`config.mk`:
```
export PLATFORM = sky130hd
export DESIGN_NAME = renkon_ctrl_wb_flat
export DESIGN_NICKNAME = d
export VERILOG_FILES = /design/src/rtl/renkon_ctrl_wb_if.sv /design/src/rtl/renkon_ctrl_wb.sv /design/src/flat_wrapper.sv
export SDC_FILE = /design/constraint.sdc
export NUM_CORES = 1
export LEC_CHECK = 0
export BUFFER_PORTS_ARGS = -buffer_cell sky130_fd_sc_hd__buf_2
export CORE_UTILIZATION = 35
export DETAILED_ROUTE_END_ITERATION = 7
export SKIP_CTS_REPAIR_TIMING = 1
export SYNTH_ARGS = -nofsm -noshare
export SYNTH_HDL_FRONTEND = slang
export SYNTH_SLANG_ARGS = --single-unit
```
`constraint.sdc`:
```
create_clock -name clk -period 3.7 [get_ports clk]
set_input_delay 0.555 -clock clk [delete_from_list [all_inputs] [get_ports clk]]
set_output_delay 0.555 -clock clk [all_outputs]
set_load 0.03 [all_outputs]
```
`src/rtl/renkon_ctrl_wb_if.sv`:
```
// rtl/renkon_ctrl_wb_if.sv - control stream bus between the last pipeline stage and the write-back sink
//
// Purpose: carries the start/valid/stop beat stream downstream and ready upstream.
// Signals:
//   start  frame start marker (master -> slave)
//   valid  data beat marker (master -> slave)
//   stop   frame end marker (master -> slave)
//   delay  per-frame delay word, meaningful with start (master -> slave)
//   ready  sink is accepting the stream (slave -> master)
interface renkon_ctrl_wb_if #(
    parameter int LWIDTH = 16
);
    logic              start;
    logic              valid;
    logic              stop;
    logic [LWIDTH-1:0] delay;
    logic              ready;

    modport master (
        output start,
        output valid,
        output stop,
        output delay,
        input  ready
    );

    modport slave (
        input  start,
        input  valid,
        input  stop,
        input  delay,
        output ready
    );
endinterface

```
`src/rtl/renkon_ctrl_wb.sv`:
```
// rtl/renkon_ctrl_wb.sv - write-back control sink turning the control stream into output-buffer writes
//
// Purpose: armed by req, accepts one frame of start/valid/stop beats, issues one
// registered write per valid beat at base+count, flags overrun/underrun against
// the configured size and pulses ack when the frame is done.
// Ports:
//   clk, xrst              clock, asynchronous active-low reset
//   req                    arm pulse, honoured only when idle
//   _out_base, _out_size   first write address / expected beat count, latched on req
//   in_ctrl                control stream (slave side), drives ready
//   mem_we, mem_addr       registered output-buffer write strobe and address
//   ack                    one-cycle frame-done pulse
//   busy                   not idle
//   overrun, underrun      sticky frame error flags, cleared on the next req
//   frame_delay            delay word captured with start
module renkon_ctrl_wb #(
    parameter int MEMADDR = 12,
    parameter int LWIDTH  = 16
) (
    input  logic                  clk,
    input  logic                  xrst,
    input  logic                  req,
    input  logic [MEMADDR-1:0]    _out_base,
    input  logic [MEMADDR-1:0]    _out_size,
    renkon_ctrl_wb_if.slave       in_ctrl,
    output logic                  mem_we,
    output logic [MEMADDR-1:0]    mem_addr,
    output logic                  ack,
    output logic                  busy,
    output logic                  overrun,
    output logic                  underrun,
    output logic [LWIDTH-1:0]     frame_delay
);

    typedef enum logic [1:0] {
        S_IDLE  = 2'd0,
        S_ARMED = 2'd1,
        S_RECV  = 2'd2,
        S_DONE  = 2'd3
    } state_t;

    state_t             r_state;
    logic [MEMADDR-1:0] r_base;
    logic [MEMADDR-1:0] r_size;
    // One bit wider than the size so a full-size frame never wraps back to 0.
    logic [MEMADDR:0]   r_count;
    logic               r_ready;
    logic               r_busy;
    logic               r_ack;
    logic               r_mem_we;
    logic [MEMADDR-1:0] r_mem_addr;
    logic               r_overrun;
    logic               r_underrun;
    logic [LWIDTH-1:0]  r_frame_delay;

    logic               w_room;
    logic               w_accept;
    logic [MEMADDR:0]   w_next_count;
    logic [MEMADDR-1:0] w_wr_addr;

    assign w_room       = (r_count < {1'b0, r_size});
    assign w_accept     = in_ctrl.valid && w_room;
    assign w_next_count = r_count + {{MEMADDR{1'b0}}, w_accept};
    assign w_wr_addr    = r_base + r_count[MEMADDR-1:0];

    always_ff @(posedge clk or negedge xrst) begin
        if (!xrst) begin
            r_state       <= S_IDLE;
            r_base        <= '0;
            r_size        <= '0;
            r_count       <= '0;
            r_ready       <= 1'b0;
            r_busy        <= 1'b0;
            r_ack         <= 1'b0;
            r_mem_we      <= 1'b0;
            r_mem_addr    <= '0;
            r_overrun     <= 1'b0;
            r_underrun    <= 1'b0;
            r_frame_delay <= '0;
        end else begin
            r_mem_we <= 1'b0;
            r_ack    <= 1'b0;
            case (r_state)
                S_IDLE: begin
                    if (req) begin
                        r_base     <= _out_base;
                        r_size     <= _out_size;
                        r_count    <= '0;
                        r_overrun  <= 1'b0;
                        r_underrun <= 1'b0;
                        r_busy     <= 1'b1;
                        if (_out_size != '0) begin
                            r_state <= S_ARMED;
                            r_ready <= 1'b1;
                        end else begin
                            // Empty frame: complete immediately without opening the stream.
                            r_state <= S_DONE;
                            r_ack   <= 1'b1;
                        end
                    end
                end
                S_ARMED, S_RECV: begin
                    // In S_ARMED nothing happens until start; start's own cycle
                    // is then handled exactly like a receive cycle.
                    if (r_state == S_RECV || in_ctrl.start) begin
                        if (r_state == S_ARMED) begin
                            r_frame_delay <= in_ctrl.delay;
                            r_state       <= S_RECV;
                        end
                        if (w_accept) begin
                            r_mem_we   <= 1'b1;
                            r_mem_addr <= w_wr_addr;
                            r_count    <= w_next_count;
                        end else if (in_ctrl.valid) begin
                            r_overrun <= 1'b1;
                        end
                        if (in_ctrl.stop) begin
                            // Judge underrun on the count including this cycle's beat.
                            if (w_next_count < {1'b0, r_size})
                                r_underrun <= 1'b1;
                            r_state <= S_DONE;
                            r_ready <= 1'b0;
                            r_ack   <= 1'b1;
                        end
                    end
                end
                S_DONE: begin
                    r_state <= S_IDLE;
                    r_busy  <= 1'b0;
                    r_ready <= 1'b0;
                end
                default: begin
                    r_state <= S_IDLE;
                    r_busy  <= 1'b0;
                    r_ready <= 1'b0;
                end
            endcase
        end
    end

    assign in_ctrl.ready = r_ready;
    assign mem_we        = r_mem_we;
    assign mem_addr      = r_mem_addr;
    assign ack           = r_ack;
    assign busy          = r_busy;
    assign overrun       = r_overrun;
    assign underrun      = r_underrun;
    assign frame_delay   = r_frame_delay;

endmodule

```
`src/flat_wrapper.sv`:
```
// flat-port wrapper written by rule: the top's interface ports become plain ports
module renkon_ctrl_wb_flat 
#(
    parameter int MEMADDR = 12,
    parameter int LWIDTH  = 16
)
  (clk, xrst, req, _out_base, _out_size, mem_we, mem_addr, ack, busy, overrun, underrun, frame_delay, in_ctrl_start, in_ctrl_valid, in_ctrl_stop, in_ctrl_delay, in_ctrl_ready);
  renkon_ctrl_wb_if #(.LWIDTH(LWIDTH)) in_ctrl_i ();
  input  logic clk;
  input  logic xrst;
  input  logic req;
  input  logic [MEMADDR-1:0] _out_base;
  input  logic [MEMADDR-1:0] _out_size;
  output logic mem_we;
  output logic [MEMADDR-1:0] mem_addr;
  output logic ack;
  output logic busy;
  output logic overrun;
  output logic underrun;
  output logic [LWIDTH-1:0] frame_delay;
  input wire logic [$bits(in_ctrl_i.start)-1:0] in_ctrl_start;
  input wire logic [$bits(in_ctrl_i.valid)-1:0] in_ctrl_valid;
  input wire logic [$bits(in_ctrl_i.stop)-1:0] in_ctrl_stop;
  input wire logic [$bits(in_ctrl_i.delay)-1:0] in_ctrl_delay;
  output wire logic [$bits(in_ctrl_i.ready)-1:0] in_ctrl_ready;
  assign in_ctrl_i.start = in_ctrl_start;
  assign in_ctrl_i.valid = in_ctrl_valid;
  assign in_ctrl_i.stop = in_ctrl_stop;
  assign in_ctrl_i.delay = in_ctrl_delay;
  assign in_ctrl_ready = in_ctrl_i.ready;
  renkon_ctrl_wb #(.MEMADDR(MEMADDR), .LWIDTH(LWIDTH)) u_core (.clk(clk), .xrst(xrst), .req(req), ._out_base(_out_base), ._out_size(_out_size), .in_ctrl(in_ctrl_i), .mem_we(mem_we), .mem_addr(mem_addr), .ack(ack), .busy(busy), .overrun(overrun), .underrun(underrun), .frame_delay(frame_delay));
endmodule
```
Word-level counts from Yosys, hierarchy flattened:

Cells that the tools add are included.

* memories kept: 0
* bits in writable memories: 0
* latch bits: 0
* bits in read-only memories: 0
* word-level logic and storage cells: 78
* bits in registers: 73

* reduce and logical (&&, ||, !) cells: 16
* multiply operators: 0
* order comparisons: 2
* shifts and indexed selects: 0
* multiplexer cells: 34
* eq/ne operators: 12
* bitwise operators: 0
* div/mod/pow operators: 0
* add/sub/neg operators: 2

Operators with widths (number)
* 13-bit 2-to-1 mux: 3
* 13-bit by 12-bit less-than comparator with 1-bit output: 2
* 13-bit case mux with 2 select lines: 1
* 1-bit 2-to-1 mux: 19
* 13-bit by 1-bit adder with 13-bit output: 1
* 12-bit adder: 1
* 12-bit nonzero test: 1
* 2-bit 2-to-1 mux: 5
* 5-bit AND reduction: 2
* 3-bit AND reduction: 3
* 2-bit by 1-bit != test with 1-bit output (second input constant): 4
* 2-bit != test (second input constant): 4
* 1-bit case mux with 2 select lines: 4
* 4-bit AND reduction: 2
* 2-bit case mux with 3 select lines: 1
* 2-bit == test (second input constant): 2
* 2-bit AND reduction: 2
* 2-bit nonzero test: 2
* 3-bit by 2-bit != test with 1-bit output (second input constant): 1
* 1-bit case mux with 3 select lines: 1
* 2-bit by 1-bit == test with 1-bit output (second input constant): 1
* 2-bit logical NOT: 1
* 2-bit OR reduction: 1
* 1-bit logical AND: 1
* 1-bit logical OR: 1

Longest topological paths before layout:

* depth in word-level cells: 8
* depth in mapped cells: 19

Least setup slack after synthesis:

No wires, ideal clock.

* path type: reg2reg
* start point: reg u_core.r_count[10]
* end point: reg u_core.r_underrun (netlist: u_core.underrun)
* setup time: 0.076 ns
* arrival time: 3.584 ns
* path slack: 0.039 ns
* path buffers: 2
* stages on the path, launching flop included: 17
* clock period less this slack: 3.661 ns
* cell sequence: dfrtp_1 ha_1 a21oi_1 o211ai_1 o41ai_4 buf_4 buf_6 ha_1 ha_1 and3_1 nand4_1 xnor2_1 ha_1 a21o_1 a2111oi_0 o211ai_1 o21ai_1

* word-level cells in the longest chain between the ends: 6

Ends and longest elaborated chain
* start: declaration: RTL line renkon_ctrl_wb.sv:46 `logic [MEMADDR:0] r_count;`
* start signal: assignment: RTL line renkon_ctrl_wb.sv:113 `r_count <= w_next_count;`
* 13-bit by 12-bit less-than comparator with 1-bit output: RTL line renkon_ctrl_wb.sv:61 `assign w_room = (r_count < {1'b0, r_size});`
* 1-bit logical AND: RTL line renkon_ctrl_wb.sv:62 `assign w_accept = in_ctrl.valid && w_room;`
* 13-bit by 1-bit adder with 13-bit output *: RTL line renkon_ctrl_wb.sv:63 `assign w_next_count = r_count + {{MEMADDR{1'b0}}, w_accept};`
* 13-bit by 12-bit less-than comparator with 1-bit output *: RTL line renkon_ctrl_wb.sv:119 `if (w_next_count < {1'b0, r_size})`
* 2-bit by 1-bit != test with 1-bit output (no line) *
* 5-bit AND reduction (no line) *
* end signal: assignment: RTL line renkon_ctrl_wb.sv:78 `r_underrun <= 1'b0;`
* end signal: assignment: RTL line renkon_ctrl_wb.sv:90 `r_underrun <= 1'b0;`
* end signal: assignment: RTL line renkon_ctrl_wb.sv:120 `r_underrun <= 1'b1;`
* end: declaration: RTL line renkon_ctrl_wb.sv:53 `logic r_underrun;`

Every way passes the cells marked *; elsewhere a longest branch is shown, timed or not.
A chain may end at the register's enable or synchronous reset.

Final worst setup path:

* start point: reg u_core.r_size[6]
* end point: reg u_core.r_underrun (netlist: u_core.underrun)

* word-level cells in the longest chain between the ends: 6

Ends and longest elaborated chain
* start: declaration: RTL line renkon_ctrl_wb.sv:44 `logic [MEMADDR-1:0] r_size;`
* start signal: assignment: RTL line renkon_ctrl_wb.sv:87 `r_size <= _out_size;`
* 13-bit by 12-bit less-than comparator with 1-bit output: RTL line renkon_ctrl_wb.sv:61
* 1-bit logical AND: RTL line renkon_ctrl_wb.sv:62
* 13-bit by 1-bit adder with 13-bit output: RTL line renkon_ctrl_wb.sv:63
* 13-bit by 12-bit less-than comparator with 1-bit output *: RTL line renkon_ctrl_wb.sv:119
* 2-bit by 1-bit != test with 1-bit output (no line) *
* 5-bit AND reduction (no line) *

Marked as above.

==> results.txt <==
* Overall power after layout: between 5 and 6 mW
- Dividing the detail-routed via count by the number of cells gives 5.070.
- Number of DRC markers after the initial detailed-route iteration: 116
* Leak pwr: 2.633 nW
- Prior to clock tree synthesis, the placed netlist has a worst setup slack of roughly 0.042 ns.
* Most frequent cell after synthesis: dfrtp_1
* Total of max-cap violations: 0
- RePlAce Congestion: approximately 0.87
* Type of origin of the critical path: flip-flop
- Number of buffers on the longest clock path: 2
- Post-place instance area: between 5000 and 6000 um2
- CTS built an H-tree with a depth of 3.
- Async set or reset register ratio after synthesis: 100.0%
* Final setup violation count: 0
- In this run the remaining antenna-violating nets after routing total 0.
* Sequential-to-total area share from yosys stat: ~41%
* Fraction of layout cells with a size suffix above 1: about a third
- In the routed design, unresolved DRC markers number 0.
* Number of inserted filler cells in the final layout: 1184
* Die width: 114.2 um
* Clk_skew: between 0.01 and 0.015 ns
- The HPWL after detailed placement is a little under 8000 um.
- Cell taking the most area after synthesis: dfrtp_1
- Data on the critical path arrives at its endpoint at around 3.7 ns.
- Total wire length: between 10000 and 15000 um
- The total overflow left after global routing is 0.
* Leading post-synthesis cells by instance count: dfrtp_1 (73), ha_1 (42), mux2_2 (40)
- In this run the standard cell core region covers ~12000 um2.
* Sink Count: 73
- Number of rows created at floorplan: 40
- Averaged over all synthesized cells, the footprint is approximately 11 um2.
* Vias after detailed routing: between 3000 and 4000
* Count of flip-flops with a built-in enable after synthesis: 0
* # diodes: 0
* Post-layout instance area: about 5400 um2
- Syn Std Cell Area: 4407 um2
- After layout, the worst path uses roughly 93% of the clock period.
* Class of the tightest hold or removal check: primary input to asynchronous set/reset pin
* Status: finished clean
- Across the VDD grid, the largest voltage drop is roughly 0.00085 V.
- During synthesis, Yosys emitted a total of 0 warnings.
- Biggest area contributors in the synthesized netlist: dfrtp_1 (41%), ha_1 (12%), mux2_2 (10%), xnor2_1 (3.2%), nand2_1 (3.0%)
- The number of hold violations in the final report came to 0.
- Overall track demand over capacity in global routing: between 10% and 20%
- Category of the most critical setup path: flip-flop to flip-flop
* Vertical die dimension: approximately 110 um
- Maximum clock frequency: roughly 0.29 GHz
- The die covers between 10000 and 15000 um2.
- The clock reaches the later pin of the worst-skew pair after about 0.34 ns.
- STA classifies the critical path endpoint as a flip-flop.
* Post-synth top area share: around two fifths
- For this configuration, the core starts out at a cell density of between 30 and 40%.
- Final setup TNS: 0 ns
- Pre-Repair DR Iteration Count: 4
* Post-layout minimum cycle time: between 3 and 4 ns
* Number of instances in the synthesized netlist: around 400
- Post-synthesis net count: between 400 and 500
- Relative area change from synthesis to final layout: 22.29%
- Measured against its own limit, the worst slew margin works out to 38.16%.
- Antenna violations before repair: 0
- Final-stage net count: a little under 600
- TritonCTS clock tree: yes
- Clock transition at the registers of the reported paths: around 0.06 ns
* # port buffers: 79
- The first global-routing pass estimated between 15000 and 20000 um of wire.
* Worst Max-Slew Pin Slew: between 0.9 and 1 ns
- Slack of the critical path: 0.2476 ns
- Entering global routing, the biggest net connects 74 pins.
- Cell at the root of the clock tree: clkbuf_16
* Mean routed wirelength per cell: between 15 and 20 um
* Worst hold slack across all endpoints: around 0.36 ns
- Power density normalized to cell area: 930.9 nW/um2
* Count of state elements after synthesis: 73
* I/O pin count: 80
- CP max FO: 4
* Critical Path RT: about 4.0 ns
- Number of global-route vias before repair: around 3300
* Final count of pins violating max slew: 0
* Primary flip-flop cell chosen by synthesis mapping: dfrtp_1
* Clock buffers created by TritonCTS: 9
- Yosys mapped the design onto 57 distinct sky130hd cell types.
-- through the flow --
stage | util (%) | std cells
final | 44.31 | 671
after global routing | 44.31 | 671
after CTS | 43.74 | 668
after detailed placement | 41.57 | 654
after global placement | 41.57 | 654
after floorplan | - | 405
-- state kept, by name, indices dropped and copies added, names as in the netlist --
register / cells
u_core.r_size: 12
u_core.r_state: 2
u_core.underrun: 1
u_core.r_base: 12
u_core.mem_we: 1
u_core.overrun: 1
u_core.in_ctrl.ready: 1
u_core.r_count: 13
u_core.frame_delay: 16
u_core.busy: 1
u_core.mem_addr: 12
u_core.ack: 1
-- worst max-delay path, stage by stage, from the launching register on --
cell	delay, ns
dfrtp_1	0.37
inv_1	0.09
ha_1	0.26
a211oi_2	0.25
nor2_1	0.11
o41ai_4	0.33
ha_2	0.26
ha_1	0.14
and3_1	0.18
nand4_1	0.14
xnor2_2	0.19
ha_1	0.31
a21o_1	0.17
a2111oi_2	0.29
o211ai_1	0.14
o21ai_1	0.15
-- logic make-up after synthesis --
family                   share of synthesized area, %
AO/OA/AOI/OAI                                   13.40
XOR/XNOR                                        4.174
adder cells (fa/ha/maj)                         12.38
buffers and inverters                           3.663
flip-flops                                      41.45
multiplexers                                    14.28
AND/OR/NAND/NOR                                 10.65
-- metal layers --
layer	part of all wire, %	GRT usage (%)	routed length (um)
met5	0	0	0
met4	1.2	5.714	121
met2	46	26.71	4738
met3	5.3	3.759	544
met1	48	22.27	4894
-- report_power, final --
part	total [mW]	leakage [nW]	internal (mW)	switching [mW]
Clock	0.794	0.129	0.484	0.310
Sequential	1.38	0.890	1.17	0.208
Combinational	2.84	1.61	1.19	1.65
-- worst paths after layout --
path | startpoint | end | slack [ns] | depth (start not counted)
hold / removal | xrst | u_core.r_base[8] | 0.36 | 1
min in group clk | _out_base[8] | u_core.r_base[8] | 0.45 | 2
setup / recovery | u_core.r_size[6] | u_core.underrun | 0.25 | 15
max in group asynchronous | xrst | u_core.r_count[7] | 2.71 | 1
setup reg to reg | u_core.r_size[6] | u_core.underrun | 0.25 | 15
hold reg to reg | u_core.mem_addr[0] | u_core.mem_addr[0] | 0.48 | 1
-- cell type report --
| class | count | area (um2) | share of cell area [%] |
|---|---|---|---|
| tap | 168 | 210.2 | 3.901 |
| inverter | 24 | 90.09 | 1.672 |
| clock buffer | 14 | 264.0 | 4.899 |
| multi-input combinational | 295 | 2464 | 45.72 |
| sequential | 73 | 1828 | 33.92 |
| timing repair buffer | 97 | 533.0 | 9.891 |
-- placed cells by master (no fill, tap or decap), types with 3 or more instances in the layout --
master,instances
a211oi_1,4
a21o_1,9
a21oi_1,18
a2bb2oi_1,5
a31oi_1,3
and4_1,3
buf_2,78
buf_4,19
clkbuf_1,3
clkbuf_16,9
dfrtp_1,72
ha_1,40
inv_1,23
mux2_1,3
mux2_2,40
mux2_4,7
mux2i_1,4
nand2_1,35
nand3_1,8
nand4_1,9
nor2_1,13
nor2b_1,4
nor3_1,4
nor4_1,5
o211ai_1,5
o21ai_0,6
o21ai_1,11
xnor2_1,14
xor2_1,5
Note: power is estimated with default switching activity, not from simulation.
